===== src/rtl/uart_tx_frame.sv =====
// uart_tx_frame: UART transmitter; start bit, DATA_WIDTH data bits LSB-first, optional parity, stop bit, prescale cycles per bit
module uart_tx_frame #(
  parameter int DATA_WIDTH = 8
) (
  input  logic                  clck,
  input  logic                  rst,
  input  logic [DATA_WIDTH-1:0] p_data,
  input  logic                  data_valid,
  input  logic                  par_en,
  input  logic                  par_typ,
  input  logic [5:0]            prescale,
  output logic                  tx_out,
  output logic                  busy
);
  localparam int IW = $clog2(DATA_WIDTH);
  typedef enum logic [2:0] {IDLE, START, DATA, PARITY, STOP} state_t;
  state_t                state_q, state_d;
  logic [5:0]            timer_q, timer_d, presc_q, presc_d;
  logic [IW-1:0]         idx_q, idx_d;
  logic [DATA_WIDTH-1:0] data_q, data_d;
  logic                  par_en_q, par_en_d, par_q, par_d, tx_q, tx_d, busy_q, busy_d;
  logic                  adv;
  assign adv = timer_q == presc_q;
  always_comb begin
    state_d  = state_q;
    timer_d  = adv ? 6'd1 : timer_q + 6'd1;
    presc_d  = presc_q;
    idx_d    = idx_q;
    data_d   = data_q;
    par_en_d = par_en_q;
    par_d    = par_q;
    tx_d     = tx_q;
    busy_d   = busy_q;
    case (state_q)
      IDLE: begin
        timer_d = 6'd1;
        if (data_valid) begin
          state_d  = START;
          data_d   = p_data;
          par_en_d = par_en;
          par_d    = ^p_data ^ par_typ;
          presc_d  = prescale == 6'd0 ? 6'd1 : prescale;
          tx_d     = 1'b0;
          busy_d   = 1'b1;
        end
      end
      START: if (adv) begin
        state_d = DATA;
        idx_d   = '0;
        tx_d    = data_q[0];
      end
      DATA: if (adv) begin
        idx_d = idx_q + 1'b1;
        if (idx_q == IW'(DATA_WIDTH - 1)) begin
          state_d = par_en_q ? PARITY : STOP;
          tx_d    = par_en_q ? par_q : 1'b1;
        end else tx_d = data_q[idx_d];
      end
      PARITY: if (adv) begin
        state_d = STOP;
        tx_d    = 1'b1;
      end
      STOP: if (adv) begin
        state_d = IDLE;
        busy_d  = 1'b0;
        tx_d    = 1'b1;
      end
      default: begin
        state_d = IDLE;
        timer_d = 6'd1;
        busy_d  = 1'b0;
        tx_d    = 1'b1;
      end
    endcase
  end
  always_ff @(posedge clck) begin
    if (rst) begin
      state_q  <= IDLE;
      timer_q  <= '0;
      presc_q  <= '0;
      idx_q    <= '0;
      data_q   <= '0;
      par_en_q <= 1'b0;
      par_q    <= 1'b0;
      tx_q     <= 1'b1;
      busy_q   <= 1'b0;
    end else begin
      state_q  <= state_d;
      timer_q  <= timer_d;
      presc_q  <= presc_d;
      idx_q    <= idx_d;
      data_q   <= data_d;
      par_en_q <= par_en_d;
      par_q    <= par_d;
      tx_q     <= tx_d;
      busy_q   <= busy_d;
    end
  end
  assign tx_out = tx_q;
  assign busy   = busy_q;
endmodule


===== config.mk =====
export PLATFORM = sky130hd
export DESIGN_NAME = uart_tx_frame
export DESIGN_NICKNAME = d
export VERILOG_FILES = /design/src/rtl/uart_tx_frame.sv
export SDC_FILE = /design/constraint.sdc
export NUM_CORES = 1
export LEC_CHECK = 0
export CAP_MARGIN = 10
export CORE_ASPECT_RATIO = 1.75
export CORE_MARGIN = 3
export CORE_UTILIZATION = 25
export CTS_BUF_LIST = sky130_fd_sc_hd__clkbuf_8 sky130_fd_sc_hd__clkbuf_16
export CTS_CLUSTER_SIZE = 14
export DETAILED_ROUTE_END_ITERATION = 12
export SKIP_CTS_REPAIR_TIMING = 1
export SYNTH_ARGS = -nofsm -noshare
export SYNTH_HDL_FRONTEND = slang
export SYNTH_SLANG_ARGS = --single-unit

===== constraint.sdc =====
create_clock -name clck -period 2.92 [get_ports clck]
set_input_delay 0.438 -clock clck [delete_from_list [all_inputs] [get_ports clck]]
set_output_delay 0.438 -clock clck [all_outputs]
set_load 0.02 [all_outputs]

==> flow_metrics.env <==
export IMPL_io_buffers=20
export IMPL_r2r_cells=6
export IMPL_routed_wl_um=3080
export IMPL_start_kind="flip-flop"
export IMPL_hp_class="flip-flop to flip-flop"
export IMPL_wl_per_cell_um=11.3
export IMPL_r2r_setup_slack_ns=1.15
export IMPL_r2r_end="tx_out"
export IMPL_grt_usage=0.0958
export IMPL_placed_area_um2=1810
export IMPL_grt_pass1_wl_um=5280
export IMPL_dr_pass1_iters=3
export IMPL_rsz0062_at_grt="false"
export IMPL_area_growth_pct=23.2
export IMPL_cp_data_required_time_ns=3.13
export IMPL_fin_crit_ns=1.77
export IMPL_max_slew_margin=0.571
export IMPL_via_per_inst=4.36
export IMPL_overflow=0
export IMPL_die_x_um=65.6
export IMPL_h_tree_depth=2
export IMPL_diodes=0
export IMPL_drc_errors=0
export IMPL_clock_fmax_ghz=0.565
export IMPL_fin_skew_ns=0.00698
export IMPL_ant_nets=0
export IMPL_gp_congestion=0.766
export IMPL_vias=1194
export IMPL_hold_start="data_q[7]"
export IMPL_cts_tree="built"
export IMPL_stdcell_area_um2=1920
export IMPL_die_area_um2=7240
export IMPL_ys_ff_latch=30
export IMPL_ys_types=42
export IMPL_p_per_area_nw_per_um2=680
export IMPL_yosysSeqAreaShare=0.386
export IMPL_critPathCaptureType="flip-flop"
export IMPL_layout_commonest_cell="nand2_1"
export IMPL_ir_drop_mv=0.237
export IMPL_ios=21
export IMPL_syn_area_um2=1560
export IMPL_drtIter0Drc=17
export IMPL_post_route_period_util=0.607
export IMPL_synth_edf_count=0
export IMPL_nets=217
export IMPL_tns_ns=0
export IMPL_r2r_start="idx_q[0]"
export IMPL_hold_violations=0
export IMPL_clk_path_buf_depth=2
export IMPL_crit_type="flip-flop to flip-flop"
export IMPL_ys_async_sr_fraction=0
export IMPL_synth_area_leaders="dfxtp_1 (39%), nand2_1 (8.4%), xnor2_1 (6.8%), a21oi_1 (6.4%), nor2_1 (3.4%)"
export IMPL_yosys_area_top_type="dfxtp_1"
export IMPL_grt_antenna_before_repair=0
export IMPL_yosysWarnings=0
export IMPL_first_global_vias=1139
export IMPL_setup_violations=0
export IMPL_core_region_area_um2=5970
export IMPL_crit_arrival_ns=1.98
export IMPL_clk_pin_slew_ns=0.07
export IMPL_syn_inst=176
export IMPL_critPathMaxFanout=7
export IMPL_syn_nets=198
export IMPL_cts_sinks=30
export IMPL_fillers=644
export IMPL_syn_area_per_cell_um2=8.84
export IMPL_grt_max_degree=19
export IMPL_startpoint="idx_q[0]"
export IMPL_synth_top_flop_cell="dfxtp_1"
export IMPL_synth_top_area_frac=0.386
export IMPL_cts_buffers=5
export IMPL_layout_drive_gt1_share=0.112
export IMPL_core_rowCount=37
export IMPL_layout_common_cells="nand2_1 (35), dfxtp_1 (30), a21oi_1 (20), clkdlybuf4s50_1 (20), nor2_1 (14)"
export IMPL_initial_utilization=0.260
export IMPL_dpl_hpwl_um=2360
export IMPL_tightest_slew_ns=0.641
export IMPL_cts_root_buf="clkbuf_8"
export IMPL_leakagePower_nw=0.657
export IMPL_status="completed"
export IMPL_drv_slew=0
export IMPL_cp_endpoint="tx_out"
export IMPL_drv_cap=0
export IMPL_clk_insertion_delay_late_ns=0.27
export IMPL_die_h_um=110
[state kept, by name, summed over array words and instances, names as in the netlist]
signal    flops
presc_q       6
data_q        8
par_q         1
idx_q         3
timer_q       6
state_q       3
tx_out        1
par_en_q      1
busy          1
[cell type report]
| class | count | area [um2] | share of cell area |
|---|---|---|---|
| multi-input combinational | 133 | 888 | 0.464 |
| clock inverter | 3 | 37.5 | 0.0196 |
| clock buffer | 5 | 68.8 | 0.0359 |
| tap | 78 | 97.6 | 0.0509 |
| timing repair buffer | 21 | 208 | 0.108 |
| sequential | 30 | 601 | 0.314 |
| inverter | 4 | 15.0 | 0.00784 |
[layer usage]
| metal | vias up | wire length, um | GRT usage |
|---|---|---|---|
| li1 | 638 | - | - |
| met4 | 0 | 58 | 0.0549 |
| met5 | - | 0 | 0 |
| met3 | 4 | 110 | 0.0243 |
| met1 | 533 | 1300 | 0.106 |
| met2 | 19 | 1610 | 0.164 |
[critical path, stage by stage (launching register included)]
cell     delay, ns
dfxtp_1       0.40
ha_1          0.24
ha_1          0.31
mux4_2        0.50
nand3_1       0.09
nand2_1       0.05
mux2i_1       0.11
[through the flow]
stage                     cells   util  hold slack [ns]  worst slack [ns]  total power [mW]
after floorplan             176      -            0.436              1.36             0.824
after global placement      266  0.303            0.448              1.04             0.916
after detailed placement    266  0.303            0.449              1.02             0.921
after CTS                   274  0.321            0.458              1.13              1.32
after global routing        274  0.321            0.480              1.04              1.40
final                       274  0.321            0.455              1.15              1.30
[logic make-up (layout without fill, tap and decap cells)]
kind of cell | after synthesis | count (layout) | share of synthesized area
adders and majority gates | 3 | 3 | 0.0241
buffers and inverters | 13 | 33 | 0.0426
and+or+nand+nor | 70 | 70 | 0.225
xor gates and xnor gates | 20 | 20 | 0.139
AOI/OAI and AO/OA | 34 | 34 | 0.136
muxes | 6 | 6 | 0.0467
DFF | 30 | 30 | 0.386
[Yosys cell counts (all sizes together), types with 2 or more instances]
| master | instances |
|---|---|
| nor4b | 2 |
| xor2 | 4 |
| o21ai | 4 |
| o211ai | 2 |
| a32oi | 2 |
| dfxtp | 30 |
| buf | 6 |
| nand2 | 36 |
| a21oi | 20 |
| o31ai | 2 |
| clkbuf | 3 |
| mux2i | 5 |
| nand3 | 4 |
| nor2 | 16 |
| xnor2 | 16 |
| nand3b | 2 |
| nand4 | 2 |
| nor3 | 3 |
| inv | 4 |
| ha | 3 |
[worst min-delay path by stage]
stage                end  slack (ns)  cells past startpoint
2_1_floorplan  data_q[1]        0.44                      2
3_3_place_gp   data_q[5]        0.45                      2
3_5_place_dp   data_q[7]        0.45                      2
4_1_cts        data_q[7]        0.46                      2
5_1_grt        data_q[5]        0.48                      2
6_report       data_q[7]        0.45                      2
[report_power, final]
part,internal [mW],switching [mW]
combinational,0.172,0.213
sequential,0.464,0.0565
clock,0.248,0.150
Power figures use the tool's default switching activity.
